===== config.mk =====
export PLATFORM = sky130hd
export DESIGN_NAME = mux2_stream_arbiter_flat
export DESIGN_NICKNAME = d
export VERILOG_FILES = /design/src/rtl/mux2_stream_arbiter_if.sv /design/src/rtl/mux2_stream_arbiter.sv /design/src/flat_wrapper.sv
export SDC_FILE = /design/constraint.sdc
export NUM_CORES = 1
export LEC_CHECK = 0
export CORE_MARGIN = 2
export CORE_UTILIZATION = 24
export CTS_CLUSTER_DIAMETER = 50
export DETAILED_ROUTE_END_ITERATION = 16
export GPL_ROUTABILITY_DRIVEN = 1
export PLACE_DENSITY = 0.49
export RECOVER_POWER = 25
export SYNTH_ARGS = -nofsm -noshare
export SYNTH_HDL_FRONTEND = slang
export SYNTH_SLANG_ARGS = --single-unit

===== constraint.sdc =====
create_clock -name CLK -period 1.9 [get_ports CLK]
set_input_delay 0.285 -clock CLK [delete_from_list [all_inputs] [get_ports CLK]]
set_output_delay 0.285 -clock CLK [all_outputs]
set_load 0.02 [all_outputs]

===== src/rtl/mux2_stream_arbiter_if.sv =====
// Handshake bundle for the 2:1 stream arbiter: two valid/ready requesters,
// one registered output channel and the mux select / busy status.
interface mux2_stream_arbiter_if #(
  parameter int WIDTH = 8
) ();
  logic [WIDTH-1:0] A_DATA;
  logic             A_VALID;
  logic             A_LAST;
  logic             A_READY;
  logic [WIDTH-1:0] B_DATA;
  logic             B_VALID;
  logic             B_LAST;
  logic             B_READY;
  logic [WIDTH-1:0] Z_DATA;
  logic             Z_VALID;
  logic             Z_LAST;
  logic             Z_READY;
  logic             S;
  logic             BUSY;

  modport slave (
    input  A_DATA, A_VALID, A_LAST,
    input  B_DATA, B_VALID, B_LAST,
    input  Z_READY,
    output A_READY, B_READY,
    output Z_DATA, Z_VALID, Z_LAST,
    output S, BUSY
  );

  modport master (
    output A_DATA, A_VALID, A_LAST,
    output B_DATA, B_VALID, B_LAST,
    output Z_READY,
    input  A_READY, B_READY,
    input  Z_DATA, Z_VALID, Z_LAST,
    input  S, BUSY
  );
endinterface


===== src/rtl/mux2_stream_arbiter.sv =====
// Packet-granular round-robin arbiter sharing one registered 2:1 output channel
// between requesters A and B; a grant ends on LAST or after MAX_BURST beats.
module mux2_stream_arbiter #(
  parameter int WIDTH     = 8,
  parameter int MAX_BURST = 4
) (
  input  logic                  CLK,
  input  logic                  RST,
  mux2_stream_arbiter_if.slave  bus
);

  localparam int                CNT_W   = $clog2(MAX_BURST + 1);
  localparam logic [CNT_W-1:0]  CNT_LIM = CNT_W'(MAX_BURST);

  typedef enum logic [1:0] {
    IDLE  = 2'd0,
    GNT_A = 2'd1,
    GNT_B = 2'd2
  } state_t;

  state_t           state;
  state_t           state_nxt;
  logic             prio;
  logic             sel_p1;
  logic [CNT_W-1:0] cnt;
  logic [CNT_W-1:0] cnt_inc;

  logic [WIDTH-1:0] z_data_p1;
  logic             z_last_p1;
  logic             vld_p1;

  logic             free;
  logic             own_valid;
  logic             own_last;
  logic [WIDTH-1:0] own_data;
  logic             accept;
  logic             rel;

  always_comb begin
    free      = !vld_p1 || bus.Z_READY;
    own_valid = 1'b0;
    own_last  = 1'b0;
    own_data  = '0;
    case (state)
      GNT_A: begin
        own_valid = bus.A_VALID;
        own_last  = bus.A_LAST;
        own_data  = bus.A_DATA;
      end
      GNT_B: begin
        own_valid = bus.B_VALID;
        own_last  = bus.B_LAST;
        own_data  = bus.B_DATA;
      end
      default: ;
    endcase
    accept  = (state != IDLE) && free && own_valid;
    cnt_inc = cnt + CNT_W'(1);
    // LAST and the burst limit on the same beat still give one release.
    rel     = accept && (own_last || (cnt_inc == CNT_LIM));

    state_nxt = state;
    case (state)
      IDLE: begin
        if (bus.A_VALID && bus.B_VALID) state_nxt = prio ? GNT_B : GNT_A;
        else if (bus.A_VALID)           state_nxt = GNT_A;
        else if (bus.B_VALID)           state_nxt = GNT_B;
      end
      GNT_A, GNT_B: begin
        if (rel) state_nxt = IDLE;
      end
      default: state_nxt = IDLE;
    endcase
  end

  always_ff @(posedge CLK or posedge RST) begin
    if (RST) state <= IDLE;
    else     state <= state_nxt;
  end

  always_ff @(posedge CLK or posedge RST) begin
    if (RST) begin
      prio   <= 1'b0;
      sel_p1 <= 1'b0;
      cnt    <= '0;
    end else begin
      if ((state == IDLE) && (state_nxt != IDLE)) begin
        sel_p1 <= (state_nxt == GNT_B);
        cnt    <= '0;
      end else if (accept) begin
        cnt <= rel ? '0 : cnt_inc;
      end
      if (rel) prio <= (state == GNT_A);
    end
  end

  // Stage p1: single output register, held while downstream stalls.
  always_ff @(posedge CLK or posedge RST) begin
    if (RST) begin
      vld_p1    <= 1'b0;
      z_last_p1 <= 1'b0;
      z_data_p1 <= '0;
    end else if (accept) begin
      vld_p1    <= 1'b1;
      z_last_p1 <= own_last;
      z_data_p1 <= own_data;
    end else if (free) begin
      vld_p1    <= 1'b0;
    end
  end

  assign bus.A_READY = (state == GNT_A) && free;
  assign bus.B_READY = (state == GNT_B) && free;
  assign bus.BUSY    = (state != IDLE);
  assign bus.S       = sel_p1;
  assign bus.Z_DATA  = z_data_p1;
  assign bus.Z_VALID = vld_p1;
  assign bus.Z_LAST  = z_last_p1;

endmodule


===== src/flat_wrapper.sv =====
// flat-port wrapper written by rule: the top's interface ports become plain ports
module mux2_stream_arbiter_flat 
#(
  parameter int WIDTH     = 8,
  parameter int MAX_BURST = 4
)
  (CLK, RST, bus_A_DATA, bus_A_VALID, bus_A_LAST, bus_B_DATA, bus_B_VALID, bus_B_LAST, bus_Z_READY, bus_A_READY, bus_B_READY, bus_Z_DATA, bus_Z_VALID, bus_Z_LAST, bus_S, bus_BUSY);
  mux2_stream_arbiter_if #(.WIDTH(WIDTH)) bus_i ();
  input  logic CLK;
  input  logic RST;
  input wire logic [$bits(bus_i.A_DATA)-1:0] bus_A_DATA;
  input wire logic [$bits(bus_i.A_VALID)-1:0] bus_A_VALID;
  input wire logic [$bits(bus_i.A_LAST)-1:0] bus_A_LAST;
  input wire logic [$bits(bus_i.B_DATA)-1:0] bus_B_DATA;
  input wire logic [$bits(bus_i.B_VALID)-1:0] bus_B_VALID;
  input wire logic [$bits(bus_i.B_LAST)-1:0] bus_B_LAST;
  input wire logic [$bits(bus_i.Z_READY)-1:0] bus_Z_READY;
  output wire logic [$bits(bus_i.A_READY)-1:0] bus_A_READY;
  output wire logic [$bits(bus_i.B_READY)-1:0] bus_B_READY;
  output wire logic [$bits(bus_i.Z_DATA)-1:0] bus_Z_DATA;
  output wire logic [$bits(bus_i.Z_VALID)-1:0] bus_Z_VALID;
  output wire logic [$bits(bus_i.Z_LAST)-1:0] bus_Z_LAST;
  output wire logic [$bits(bus_i.S)-1:0] bus_S;
  output wire logic [$bits(bus_i.BUSY)-1:0] bus_BUSY;
  assign bus_i.A_DATA = bus_A_DATA;
  assign bus_i.A_VALID = bus_A_VALID;
  assign bus_i.A_LAST = bus_A_LAST;
  assign bus_i.B_DATA = bus_B_DATA;
  assign bus_i.B_VALID = bus_B_VALID;
  assign bus_i.B_LAST = bus_B_LAST;
  assign bus_i.Z_READY = bus_Z_READY;
  assign bus_A_READY = bus_i.A_READY;
  assign bus_B_READY = bus_i.B_READY;
  assign bus_Z_DATA = bus_i.Z_DATA;
  assign bus_Z_VALID = bus_i.Z_VALID;
  assign bus_Z_LAST = bus_i.Z_LAST;
  assign bus_S = bus_i.S;
  assign bus_BUSY = bus_i.BUSY;
  mux2_stream_arbiter #(.WIDTH(WIDTH), .MAX_BURST(MAX_BURST)) u_core (.CLK(CLK), .RST(RST), .bus(bus_i));
endmodule

* After elaboration in Yosys (flattened, before gate mapping) *
Cells that the tools add are included.

word-level totals
  output and inout port bits = 14
  register bits after elaboration = 17
  input bits = 23
  word-level logic and storage cells = 42

operators by class
  reduce and logical (&&, ||, !) cells = 16
  eq/ne operators = 4
  multiplexer cells = 14
  $add $sub $neg = 1

operators with widths
  kind                   count
  $pmux W8 S2            1
  $mux W2                5
  $mux W3                3
  $reduce_bool A2 Y1     4
  $logic_and A1 B1 Y1    7
  $eq A2 B2 Y1 const B   2
  $pmux W1 S2            2
  $pmux W2 S2            1
  $add A3 B1 Y3 const B  1
  $eq A3 B3 Y1 const B   1
  $eq A2 B1 Y1 const B   1
  $logic_not A2 Y1       1
  $logic_or A1 B1 Y1     2
  $mux W1                2
  $reduce_or A2 Y1       1
  $logic_not A1 Y1       1

* Longest topological paths before layout *
  depth after elaboration = 10
  gate-level depth with buffers = 8
  depth with buffers taken out = 7

* Worst setup path before layout *
Ideal clock, no wire load.

  kind = register -> register
  start point = register u_core.state[1]
  end point = register u_core.cnt[0]
  stages on the path, launching flop included = 8
  required time = 1.822 ns
  arrival time = 1.688 ns
  setup slack = 0.134 ns
  clock period less this slack = 1.766 ns
  cells stage by stage = dfrtp_1 -> inv_1 -> ha_1 -> inv_1 -> nand4_4 -> a311oi_2 -> a31oi_1 -> a21oi_1

on the way
  longest elaborated chain between the ends = 9
  elaborated cells between the ends (all ways) = 22
  those cells by class = eq/ne (2); mux (10); reduce/logical (10)

ends and longest elaborated chain
  what                                                  line                       source
  start: declaration                                    mux2_stream_arbiter.sv:21  state_t state;
  start signal: assignment                              mux2_stream_arbiter.sv:78  else state <= state_nxt;
  $reduce_bool A2 Y1 *                                  n/a
  named net bus_BUSY                                    flat_wrapper.sv:24         output wire logic [$bits(bus_i.BUSY)-1:0] bus_BUSY;
  $logic_and A1 B1 Y1 * (2 in series)                   mux2_stream_arbiter.sv:57  accept = (state != IDLE) && free && own_valid;
  $logic_and A1 B1 Y1                                   mux2_stream_arbiter.sv:60  rel = accept && (own_last || (cnt_inc == CNT_LIM));
  $mux W2                                               mux2_stream_arbiter.sv:70  if (rel) state_nxt = IDLE;
  $pmux W2 S2                                           mux2_stream_arbiter.sv:63  case (state)
  $reduce_bool A2 Y1                                    mux2_stream_arbiter.sv:87  if ((state == IDLE) && (state_nxt != IDLE)) begin
  $logic_and A1 B1 Y1                                   mux2_stream_arbiter.sv:87
  $mux W3 / $reduce_bool A2 Y1 (equally long branches)  n/a
  end signal: assignment                                mux2_stream_arbiter.sv:91  cnt <= rel ? '0 : cnt_inc;
  end: declaration                                      mux2_stream_arbiter.sv:25  logic [CNT_W-1:0] cnt;

Mark *: on every way through the listed nets, which the timed path passes. The rest lies on a longest branch. The select of a mux whose other input is x is not followed.
A chain may end at the register's enable or synchronous reset.

* Worst setup path after layout *
  start point = register u_core.state[0]
  end point = register u_core.cnt[1]

on the way
  longest elaborated chain between the ends = 9
  elaborated cells between the ends (all ways) = 22
  those cells by class = eq/ne (2); mux (10); reduce/logical (10)

ends and longest elaborated chain
  what                                                              line
  $eq A2 B2 Y1 (tied with other cells)                              mux2_stream_arbiter.sv:44, mux2_stream_arbiter.sv:63
  $pmux W1 S2 / $logic_and A1 B1 Y1 (equally long branches)         mux2_stream_arbiter.sv:44, mux2_stream_arbiter.sv:57
  $logic_and A1 B1 Y1 / $logic_or A1 B1 Y1 (equally long branches)  mux2_stream_arbiter.sv:57, mux2_stream_arbiter.sv:60
  $logic_and A1 B1 Y1                                               mux2_stream_arbiter.sv:60
  $mux W2                                                           mux2_stream_arbiter.sv:70
  $pmux W2 S2                                                       mux2_stream_arbiter.sv:63
  $reduce_bool A2 Y1                                                mux2_stream_arbiter.sv:87
  $logic_and A1 B1 Y1                                               mux2_stream_arbiter.sv:87
  $mux W3 / $reduce_bool A2 Y1 (equally long branches)              n/a

Several ways; a longest one is shown, not always the timed one. The select of a mux whose other input is x is not followed.

==> metrics.md <==
| Metric | Value |
|---|---|
| Max FO, Critical Path | `5` |
| CP required | `2.03 ns` |
| Kind of cell adding the most delay to the critical path | `compound AO/OA/AOI/OAI gates` |
| Vias | `roughly 910` |
| Initial antenna violation count | `0` |
| Critical path endpoint category | `register` |
| N_diodes | `0` |
| Flops & latches, synth | `17` |
| Post-synthesis cell count | `100` |
| VDD IR max | `0.644 mV` |
| Met1 Use GR | `15.6%` |
| Final ANT Viol Nets | `0` |
| Share of layout cells above drive strength 1 | `about a fifth` |
| Detailed Routing Iterations Pass 1 | `4` |
| Htree depth | `1` |
| Largest net degree at the start of global routing | `18` |
| Crit path buf inv count | `1` |
| Worst path depth | `7` |
| Cell taking the most area after synthesis | `dfrtp_1` |
| Post-synth net total | `129` |
| Total die area | `4520 um^2` |
| CP startpoint kind | `register` |
| Ys async rst share | `between 90% and 100%` |
| Residual DRC count | `0` |
| Core box area | `3740 um^2` |
| Total routed wirelength | `2570 um` |
| Setup violators final | `0` |
| Relative slew slack | `between 30% and 40%` |
| Cell with the most instances after synthesis | `nor2_1` |
| Final std cells w/o fill | `between 150 and 200` |
| WS Path Type | `register to register` |
| Clock transition at path regs | `about 0.060 ns` |
| Number of global-route vias before repair | `around 900` |
| Cell Int Power | `1.42 mW` |
| PortBufs | `36` |
| CP arrival | `1.94 ns` |
| Gate power share | `between 60% and 70%` |
| P_leak | `0.684 nW` |
| Root buffer cell | `clkbuf_8` |
| Postcts setup bufs | `0` |
| Clk buf depth | `2` |
| Main synth FF type | `dfrtp_1` |
| DR vias/cell | `~4.6` |
| Worst-Margin Slew | `0.904 ns` |
| Nets | `181` |
| M2 GR Usage | `18.6%` |
| Part of the Yosys area used for sequential elements | `44.3%` |
| Ys Warns | `0` |
| GRT overflow | `0` |
| Cts bufs inserted | `3` |
| Clk sinks | `17` |
| CTS tree | `done` |
| Sw Share | `a little over two fifths` |
| Post-Place Cells | `195` |
| Detailed Route Iter0 Violations | `41` |
| GRT Max-Usage Layer | `met2` |
| Leading cell types by count after synthesis | `nor2_1 (23), dfrtp_1 (17), a221oi_1 (8), nand2_1 (8), ha_1 (6)` |
| R2R depth | `7` |
| Sw Pwr | `1.02 mW` |
| Hold Violations, Final | `0` |
| Slew Viols, Final | `0` |
| HPWL after DPL | `2030 um` |
| Hold depth | `2` |
| Slowest stage cell, crit path | `dfrtp_2` |
| Die Span Y | `between 60 and 70 um` |
| Critical-path cell list | `inv_1, ha_2, nand2_1, a211oi_2, a311oi_4, a31oi_2, nor2_1` |
| Netlist Area Pre-Place | `960 um^2` |
| Layout area overhead | `64.0%` |
| Met3 usage | `2.67%` |
| Flop pwr share | `26.4%` |
| GRT Util Overall | `11.9%` |
| Clk_lat worst skew | `between 0.2 and 0.3 ns` |
| Maxcap violations | `0` |
| Worst setup path startpoint | `u_core.state[0]$_DFF_PP0_` |
| Num rows | `22` |
| Final min period | `1.81 ns` |
| Clock share of power | `around 11%` |
| Fmax | `0.554 GHz` |
| RR Startpoint | `u_core.state[0]$_DFF_PP0_` |
| EDFF count, synth | `0` |
| Synth top area cells | `dfrtp_1 (44%), nor2_1 (9.0%), ha_1 (7.8%)` |
| Worst hold start | `u_core.bus.Z_DATA[0]$_DFFE_PP0P_` |
| Die width | `67.2 um` |
| Crit-path max cell delay | `0.43 ns` |
| Top-level I/O count | `37` |
| Power Dens Cells | `1550 nW/um^2` |
| Yosys top cell area share | `approximately 44%` |
| Post-route clock period utilization | `95.0%` |
| Initial Utilization | `between 20% and 30%` |
| Status | `complete, no violations` |
| Tightest Hold Check Type | `register to register` |
| Syn_area_per_cell | `9.60 um^2` |
| Setup Skew | `0.00114 ns` |
| First-pass GRT wire length | `4070 um` |
| Fin util | `42.0%` |
| Yosys cell types | `30` |
| GPL Wtd Cong | `about 0.77` |
| Routed wire per std cell | `12.9 um` |
[area by class of cell]
type | count | area [um^2]
sequential | 17 | 427
tap | 48 | 60.1
multi-input combinational | 74 | 558
clock buffer | 4 | 45.0
timing repair buffer | 51 | 465
fill | 402 | 2170
inverter | 5 | 18.8
[placed cells by master, fill, tap and decap left out, types with 2 or more instances in the layout]
master           count
inv_1                4
a21oi_1              5
dfrtp_1             16
and2_1               3
dlygate4sd2_1        3
clkbuf_8             3
a221oi_1             8
ha_4                 2
nand2_1              8
nand2b_1             2
ha_1                 3
nor2_1              22
buf_4               14
clkdlybuf4s50_1     32
clkbuf_1             2
[power groups by stage]
stage	combinational (mW)	clock [mW]	sequential (mW)
2_1_floorplan	0.658	0	0.774
3_3_place_gp	1.45	0	0.632
3_5_place_dp	1.45	0	0.641
4_1_cts	1.45	0.269	0.635
5_1_grt	1.68	0.289	0.667
6_report	1.53	0.263	0.643
[state kept, by name (all words and copies together) (netlist names)]
signal / flops
u_core.bus.S: 1
u_core.bus.Z_DATA: 8
u_core.bus.Z_LAST: 1
u_core.bus.Z_VALID: 1
u_core.cnt: 3
u_core.prio: 1
u_core.state: 2
[tightest hold or removal path: stages, from the launching register on]
cell and delay, ns:
dfrtp_1 0.35, nor2_1 0.05, nor2_1 0.09
[logic make-up after synthesis]
kind of cell	synth area share, %
AOI/OAI and AO/OA	20.2
xor gates and xnor gates	0.913
adders and majority gates	7.82
buffers and inverters	3.78
DFF	44.3
muxes	2.35
and+or+nand+nor	20.6
[what timing repair did]
action                     4_1_cts  5_1_grt
setup endpoints to repair        6        6
pin swaps                        0        2
gates cloned                     0        0
gates resized for setup          5       10
hold buffers                     0        0
[per-stage QoR]
step           instance area, um^2  setup WS, ns  hold slack (ns)  setup TNS, ns  power [mW]
2_1_floorplan                  960         0.134            0.211              0        1.43
3_3_place_gp                  1480        0.0426            0.489              0        2.08
3_5_place_dp                  1480       -0.0112            0.505        -0.0112        2.10
4_1_cts                       1520        0.0356            0.372              0        2.35
5_1_grt                       1570       -0.0146            0.548        -0.0150        2.64
6_report                      1570        0.0944            0.518              0        2.44
[path summary, 6_finish.rpt]
check | end | slack (ns)
max | u_core.cnt[1]$_DFFE_PP0P_ | 0.09
min | u_core.bus.Z_DATA[0]$_DFFE_PP0P_ | 0.52
max reg2reg | u_core.cnt[1]$_DFFE_PP0P_ | 0.09
min reg2reg | u_core.bus.Z_DATA[0]$_DFFE_PP0P_ | 0.52
max in group asynchronous | u_core.state[0]$_DFF_PP0_ | 0.55
min in group asynchronous | u_core.bus.Z_DATA[7]$_DFFE_PP0P_ | 0.74
[per-layer routing]
layer,vias up,routed length [um]
met5,-,0
met4,0,41
met3,4,115
met2,22,1270
met1,429,1140
li1,457,-
No activity file was read; power rests on OpenSTA's default activity.
